`src/rtl/adder_pkg.sv`:
```
// adder_pkg: shared constants, FSM state type and index-width helper for the nibble serial adder
package adder_pkg;
    localparam int NIBBLE_W = 4;
    typedef enum logic [1:0] {IDLE, ADD, DONE} state_t;
    function automatic int idx_width(input int n);
        return (n > 1) ? $clog2(n) : 1;
    endfunction
endpackage

```
`src/rtl/four_bit_adder.sv`:
```
// four_bit_adder: combinational 4-bit ripple stage with carry in and carry out
module four_bit_adder (
    input  logic [3:0] a,
    input  logic [3:0] b,
    input  logic       cin,
    output logic [3:0] sum,
    output logic       cout
);
    assign {cout, sum} = {1'b0, a} + {1'b0, b} + {4'b0, cin};
endmodule

```
`src/rtl/nibble_serial_adder.sv`:
```
// nibble_serial_adder: wide adder that reuses one 4-bit stage over NUM_NIBBLES clocks, LSB nibble first
module nibble_serial_adder
    import adder_pkg::*;
#(
    parameter int  NUM_NIBBLES = 4,
    localparam int WIDTH       = NIBBLE_W * NUM_NIBBLES
) (
    input  logic             clk,
    input  logic             rst,
    input  logic             in_valid,
    output logic             in_ready,
    input  logic [WIDTH-1:0] a,
    input  logic [WIDTH-1:0] b,
    input  logic             cin,
    output logic             out_valid,
    input  logic             out_ready,
    output logic [WIDTH-1:0] sum,
    output logic             cout,
    output logic             busy
);
    localparam int            IW   = idx_width(NUM_NIBBLES);
    localparam logic [IW-1:0] LAST = IW'(NUM_NIBBLES - 1);

    state_t                               state_q, state_d;
    logic [NUM_NIBBLES-1:0][NIBBLE_W-1:0] a_q, a_d, b_q, b_d, sum_q, sum_d;
    logic [IW-1:0]                        idx_q, idx_d;
    logic                                 carry_q, carry_d, cout_q, cout_d;
    logic [NIBBLE_W-1:0]                  st_sum;
    logic                                 st_cout;

    four_bit_adder u_stage (
        .a   (a_q[idx_q]),
        .b   (b_q[idx_q]),
        .cin (carry_q),
        .sum (st_sum),
        .cout(st_cout)
    );

    assign in_ready  = (state_q == IDLE);
    assign busy      = (state_q == ADD);
    assign out_valid = (state_q == DONE);
    assign sum       = sum_q;
    assign cout      = cout_q;

    // next state: latch operands on accept, process one slice per ADD cycle, hold result until taken
    always_comb begin
        state_d = state_q;
        a_d     = a_q;
        b_d     = b_q;
        sum_d   = sum_q;
        idx_d   = idx_q;
        carry_d = carry_q;
        cout_d  = cout_q;
        if (state_q == IDLE && in_valid) begin
            a_d     = a;
            b_d     = b;
            carry_d = cin;
            idx_d   = '0;
            sum_d   = '0;
            cout_d  = 1'b0;
            state_d = ADD;
        end else if (state_q == ADD) begin
            sum_d[idx_q] = st_sum;
            carry_d      = st_cout;
            idx_d        = (idx_q == LAST) ? idx_q : idx_q + 1'b1;
            if (idx_q == LAST) begin
                cout_d  = st_cout;
                state_d = DONE;
            end
        end else if (state_q == DONE && out_ready) begin
            state_d = IDLE;
        end
    end

    // state and datapath registers, cleared immediately by reset so no partial result survives
    always_ff @(posedge clk or posedge rst) begin
        if (rst) begin
            state_q <= IDLE;
            a_q     <= '0;
            b_q     <= '0;
            sum_q   <= '0;
            idx_q   <= '0;
            carry_q <= 1'b0;
            cout_q  <= 1'b0;
        end else begin
            state_q <= state_d;
            a_q     <= a_d;
            b_q     <= b_d;
            sum_q   <= sum_d;
            idx_q   <= idx_d;
            carry_q <= carry_d;
            cout_q  <= cout_d;
        end
    end
endmodule

```
`config.mk`:
```
export PLATFORM = sky130hd
export DESIGN_NAME = nibble_serial_adder
export DESIGN_NICKNAME = d
export VERILOG_FILES = /design/src/rtl/adder_pkg.sv /design/src/rtl/four_bit_adder.sv /design/src/rtl/nibble_serial_adder.sv
export SDC_FILE = /design/constraint.sdc
export NUM_CORES = 1
export LEC_CHECK = 0
export ABC_CLOCK_PERIOD_IN_PS = 2550
export BUFFER_PORTS_ARGS = -buffer_cell sky130_fd_sc_hd__buf_4
export CAP_MARGIN = 20
export CORE_MARGIN = 3
export CORE_UTILIZATION = 25
export CTS_BUF_LIST = sky130_fd_sc_hd__clkbuf_8
export CTS_CLUSTER_SIZE = 12
export DETAILED_ROUTE_END_ITERATION = 8
export PLACE_DENSITY = 0.44
export SYNTH_ARGS = -nofsm -noshare
export SYNTH_HDL_FRONTEND = slang
export SYNTH_HIERARCHICAL = 1
export SYNTH_SLANG_ARGS = --single-unit
```
`constraint.sdc`:
```
create_clock -name clk -period 2.55 [get_ports clk]
set_input_delay 0.1275 -clock clk [delete_from_list [all_inputs] [get_ports clk]]
set_output_delay 0.1275 -clock clk [all_outputs]
set_load 0.02 [all_outputs]
```
==> results by group, run 1 <==
Placement
  • I/O Buffers: 56
  • Detailed placement HPWL: 4690 um
  • Placed inst area: approximately 3300 um2
  • Pre-CTS setup slack: between 0.06 and 0.07 ns
  • Placer Congestion: a little over 0.7

Min path
  • Hold Path Class: input port to register
  • Hold Path Origin: a[15]
  • Hold EP: a_q[15]
  • Hold Path Stages: 2

Floorplanning
  • Core Footprint: about 10,000 um2
  • Initial Utilization: between 20% and 30%
  • Die area: approximately 12,000 um2
  • Row cnt: 37
  • Io pins: 57
  • DIE HEIGHT: 110 um
  • Chip width: about 110 um

Clock tree
  • Worst-Skew Late Latency: 0.31 ns
  • Bufs on Longest Clock Path: 2
  • Root buf cell: clkbuf_8
  • CTS sink count: 54
  • CTS tree: yes
  • Clock-pin slew on the worst setup and hold paths: 0.11 ns
  • H-Tree Depth: 2
  • Total CTS buffers: 5

Synthesis
  • Post-synthesis simple-gate area fraction: approximately 11%
  • Mapped Cells: around 190
  • Syn nets: around 240
  • Compound-cell area share of the yosys netlist: 9.40%
  • Synth Warn #: 6
  • Asr flop ratio synth: 100%
  • Seq cells post-synth: between 50 and 60
  • Count leader, synth: dfrtp_1
  • Avg Cell Area, Syn: 14.1 um2
  • List of most frequent post-synthesis cells: dfrtp_1, mux2_2, a221o_1, and3b_1, inv_1
  • Sequential area share after synthesis: 50.0%
  • Synth top area cells: dfrtp_1, mux2_2, mux4_2
  • Area share of the largest cell type after synthesis: between 50% and 60%
  • Commonest register cell after synthesis: dfrtp_1
  • Post-synthesis mux area share: 20.0%
  • Post-synth EDFFs: 0
  • Synth unique cells: 32
  • Adder-Cell Fraction of Synth Area: roughly 4.7%
  • Syn Std Cell Area: roughly 2700 um2
  • Synth Area in XOR/XNOR: less than 1%
  • Synth area leader: dfrtp_1
  • Largest family of logic cells by synthesized area: multiplexers

Timing
  • Min Tclk post-route: about 2.4 ns
  • Final clock skew: about 0.0087 ns
  • Fmax: about 400 MHz
  • Setup violators final: 0
  • Max-slew violation count: 0
  • Worst slew pin tran: slightly below 0.8 ns
  • Final Cycle Share: between 90% and 100%
  • Setup TNS: 0 ns
  • Slew HR: about half
  • Final hold vios: 0
  • Final worst setup slack: 0.122 ns

Setup path
  • Worst Path Required: about 2.8 ns
  • FF-to-FF path depth: 7
  • Crit path kind: register to register
  • CP Max Fanout: 4
  • WP data arrival: 2.67 ns
  • R2R Path End: sum[9]
  • R2R Setup Slk: 0.12 ns
  • FF-to-FF Start: idx_q[1]
  • CP Capture Type: register
  • Startpoint types: register

Detailed routing
  • DR vias: around 1.7k
  • Vias per cell: ~4.4
  • Initial DRT Pass Iterations: 4
  • Metal3 WL: around 330 um
  • DRC: 0
  • Final WL: about 6300 um
  • DR top layer: met4
  • Routed len/inst: roughly 16 um
  • DRT antenna net count: 0
  • Routed wl met2: between 2000 and 3000 um
  • Initial DRC Count: 72
  • Routed length on met1: 2980 um

Cells and area
  • Nets: just over 300
  • Layout cells sized above 1: between 40% and 50%
  • Fill cells: between 1k and 1.5k
  • Post-route cell area: approximately 3400 um2
  • ANT cells: 0
  • Layout Area Growth over Synthesis: 27.4%
  • Final core utilization: approximately a third

Power
  • Part of the power in combinational logic: between 10% and 20%
  • Clock Power Share: around 32%
  • VDD IR max: 0.000213 V
  • Seq pwr share: about 58%
  • Pwr Density: about 450 nW/um2
  • Sw Ratio: between 20% and 30%
  • Leakage: ~1.7 nW
  • P_sw: a little under 400 uW
  • Power Internal: roughly 1.2 mW

GRT
  • Vias in the first global route: between 1.5k and 2k
  • Total grt overflow: 0
  • Largest net degree at the start of global routing: 35
  • First-pass GRT wire length: approximately 9900 um
  • Initial antenna violation count: 0
  • Total GRT Usage: between 10% and 20%

Run status
  • Status: completed

Run
  • MaxCap Viol Count: 0
-- cells in the final DEF, fill, tap and decap left out --
cell and n:
a21o_1 1, a21oi_1 2, a21oi_2 1, a221o_1 17, a221oi_1 1, and2_1 4, and2_2 1, and3b_1 17
buf_12 1, buf_4 65, buf_6 1, clkbuf_8 5, clkinvlp_4 2, dfrtp_1 54, dlygate4sd3_1 2, fa_2 2
ha_1 6, ha_4 1, inv_1 8, inv_2 2, inv_6 1, mux2_1 2, mux2_2 30, mux4_2 8
nand2b_1 1, nand3_1 2, nand4bb_1 1, nor2_1 1, nor2b_1 7, nor3b_4 1, nor4b_1 1, o211ai_1 2
o21ai_1 1, o21ba_2 1, o21bai_1 1, o21bai_2 1, or4b_1 1, xnor2_1 2
-- registers in the layout, indices dropped and copies added, names as in the netlist --
signal   cells
idx_q        2
a_q         16
carry_q      1
sum         16
b_q         16
state_q      2
cout         1
-- logic make-up (layout without fill, tap and decap cells) --
family                   after synthesis  in the layout
AO/OA/AOI/OAI                         28             28
flip-flops                            54             54
multiplexers                          40             40
buffers and inverters                 22             87
adder cells (fa/ha/maj)                9              9
AND/OR/NAND/NOR                       37             37
XOR/XNOR                               2              2
-- worst max path at each step --
stage	cells after the start	start	to	slack, ns
6_report	7	idx_q[1]	sum[9]	0.12
5_1_grt	9	idx_q[1]	cout	-0.003
4_1_cts	9	idx_q[0]	cout	0.06
3_5_place_dp	9	idx_q[0]	cout	0.07
3_3_place_gp	9	idx_q[0]	cout	0.12
2_1_floorplan	10	idx_q[0]	cout	0.02
-- cell type report --
cell class              count  area [um2]  area share [%]
clock buffers               5        68.8            2.00
clock inverters             3        23.8           0.691
inverters                  10        37.5            1.09
multi-input cells         116        1250            36.4
flip-flops and latches     54        1350            39.3
well taps                 136         170            4.94
repair buffers             69         539            15.7
-- power by group through the flow --
stage,registers (mW),clock network [mW],logic (mW)
4_1_cts,0.899,0.528,0.160
2_1_floorplan,0.907,0,0.0843
6_report,0.898,0.503,0.158
3_3_place_gp,0.917,0,0.156
5_1_grt,0.902,0.560,0.177
3_5_place_dp,0.916,0,0.157
-- metrics by stage --
stage               total power, mW  hold slack, ns  std cells
finish                         1.56          0.0282        393
global route                   1.64          0.0245        393
CTS                            1.59          0.0231        391
detailed placement             1.07           0.197        381
global placement               1.07           0.189        381
floorplan                     0.992           0.217        192
-- per-layer routing --
| layer | vias to the layer above | GRT usage [%] |
|---|---|---|
| li1 | 839 | - |
| met3 | 4 | 2.52 |
| met2 | 45 | 17.0 |
| met4 | 0 | 2.14 |
| met1 | 859 | 15.1 |
| met5 | - | 0 |
-- worst max-delay path, cell delays in order (launching register included) --
cell,delay (ns)
dfrtp_1,0.41
mux4_2,0.55
fa_2,0.42
inv_2,0.07
fa_2,0.43
inv_1,0.06
and2_1,0.24
a221o_1,0.18
-- timing repair --
item                       CTS  global route
hold buffers                 2             0
resized for setup            0             5
hold endpoints to repair    55             0
setup buffers                0             2
setup endpoints to repair    0             5
No activity file was read; power rests on OpenSTA's default activity.
==> run 2, diff against run 1 <==
- CELL_PAD_IN_SITES_DETAIL_PLACEMENT: unset -> 0
- CELL_PAD_IN_SITES_GLOBAL_PLACEMENT: unset -> 2
- PLACE_DENSITY: 0.44 -> 0.59
==> results by group, run 2 (synthesis results as in run 1) <==
Detailed routing
  • DRT antenna net count: 0
  • Vias per cell: between 4 and 5
  • DR vias: 1,814
  • Final WL: roughly 6400 um
  • Routed len/inst: 16.2 um
  • Initial DRC Count: 27
  • DRC: 0
  • Initial DRT Pass Iterations: 4

Cells and area
  • Most frequent cells in the layout: buf_4, dfrtp_1, mux2_2, and3b_1, a221o_1
  • Layout Area Growth over Synthesis: 25.8%
  • Final core utilization: around a third
  • ANT cells: 0
  • Nets: between 300 and 400
  • Post-Layout Cell Count: roughly 400
  • Layout cells sized above 1: between 40 and 50%
  • Most common cell after layout, fill and taps aside: buf_4

Timing
  • Final hold vios: 0
  • RSZ-0062 raised after global routing: true
  • Final clock skew: 0.00844 ns
  • Final Cycle Share: a little over nine tenths
  • Min Tclk post-route: roughly 2.5 ns
  • Slew HR: ~43%
  • Setup violators final: 0
  • Worst slew pin tran: between 0.8 and 0.9 ns
  • Fmax: 404 MHz
  • Hold_ws: 0.0205 ns
  • Final worst setup slack: between 0.07 and 0.08 ns
  • Max-slew violation count: 0

Placement
  • Inst Count DP: 380
  • Placer Congestion: between 0.7 and 0.8
  • Detailed placement HPWL: ~4600 um
  • I/O Buffers: between 50 and 60
  • Pre-CTS setup slack: roughly 0.076 ns

Clock tree
  • CTS tree: yes
  • Root buf cell: clkbuf_8
  • Bufs on Longest Clock Path: 2
  • Total CTS buffers: 5
  • Worst-Skew Late Latency: 0.31 ns
  • CTS sink count: 54
  • Clock-pin slew on the worst setup and hold paths: 0.10 ns
  • H-Tree Depth: 2

Setup path
  • FF-to-FF Start: idx_q[1]
  • Worst Path Required: roughly 2.8 ns
  • Crit path kind: register to register
  • FF-to-FF path depth: 8
  • CP Max Fanout: 4
  • WP data arrival: ~2.7 ns
  • Critical Path End: sum[14]
  • Startpoint types: register
  • CP Capture Type: register
  • R2R Path End: sum[14]
  • R2R Setup Slk: roughly 0.075 ns
  • Worst Setup SP: idx_q[1]

Power
  • Clock Power Share: slightly above 30%
  • Power Internal: approximately 1.2 mW
  • VDD IR max: between 0.00015 and 0.0002 V
  • Final Total Pwr: 1.54 mW
  • Part of the power in combinational logic: a little over a tenth
  • P_sw: 372 uW
  • Leakage: between 1.5 and 2 nW
  • Sw Ratio: between 20% and 30%
  • Pwr Density: 452 nW/um2
  • Seq pwr share: a little under 60%

GRT
  • Total GRT Usage: between 10 and 15%
  • Largest net degree at the start of global routing: 55
  • First-pass GRT wire length: a little over 10,000 um
  • Vias in the first global route: roughly 1.9k
  • Initial antenna violation count: 0
  • Total grt overflow: 0

Floorplanning
  • Chip width: between 100 and 150 um
  • Core Footprint: between 10,000 and 15,000 um2
  • Initial Utilization: about a quarter
  • Row cnt: 37
  • Io pins: 57
  • Die area: around 12,000 um2
  • DIE HEIGHT: 110 um

Min path
  • Hold Path Class: input port to async pin

Run
  • MaxCap Viol Count: 0

Run status
  • Status: completed
run 2: worst min-delay path by stage:
stage / startpoint / to / slack (ns) / depth (start not counted)
3_5_place_dp: out_ready / state_q[1] / 0.31 / 2
4_1_cts: a[15] / a_q[15] / 0.02 / 2
3_3_place_gp: out_ready / state_q[1] / 0.31 / 2
2_1_floorplan: out_ready / state_q[1] / 0.22 / 1
5_1_grt: a[15] / a_q[15] / 0.03 / 2
6_report: rst / sum[6] / 0.02 / 3
run 2: timing repair:
item,CTS,global route
endpoints found under the setup margin,0,5
resized for setup,0,5
buffers inserted,0,3
endpoints found under the hold margin,1,0
hold buffers,1,0
run 2: metal layers:
metal	routed length (um)	vias up	GRT usage, %	share of wire, %
li1	-	842	-	-
met3	380	7	3.11	6.0
met1	2880	921	14.4	45
met4	56	0	2.40	0.88
met2	3040	44	18.3	48
met5	0	-	0	0
run 2: stage by stage:
stage	instance area [um2]	setup TNS (ns)
4_1_cts	3370	0
3_5_place_dp	3280	0
2_1_floorplan	2720	0
3_3_place_gp	3280	0
6_report	3400	0
5_1_grt	3400	-0.0725
run 2: area by class of cell:
cell class,count,area (um2)
Timing Repair Buffer,68,513
Tap cell,136,170
Inverter,10,37.5
Clock inverter,3,17.5
Fill cell,1055,7020
Multi-Input combinational cell,116,1240
Sequential cell,54,1350
Clock buffer,5,68.8
run 2: worst max-delay path, stage by stage, from the launching register on:
cell and delay [ns]:
dfrtp_1 0.42, mux4_2 0.55, fa_2 0.42, inv_2 0.07, fa_2 0.20, buf_4 0.10, xnor2_1 0.07, and2_2 0.22
a221o_1 0.33
run 2: power groups by stage:
stage | Combinational [mW] | Sequential [mW] | Clock [mW]
after floorplan | 0.0843 | 0.907 | 0
after global placement | 0.154 | 0.916 | 0
after detailed placement | 0.154 | 0.915 | 0
after CTS | 0.155 | 0.898 | 0.501
after global routing | 0.178 | 0.902 | 0.528
final | 0.161 | 0.897 | 0.480
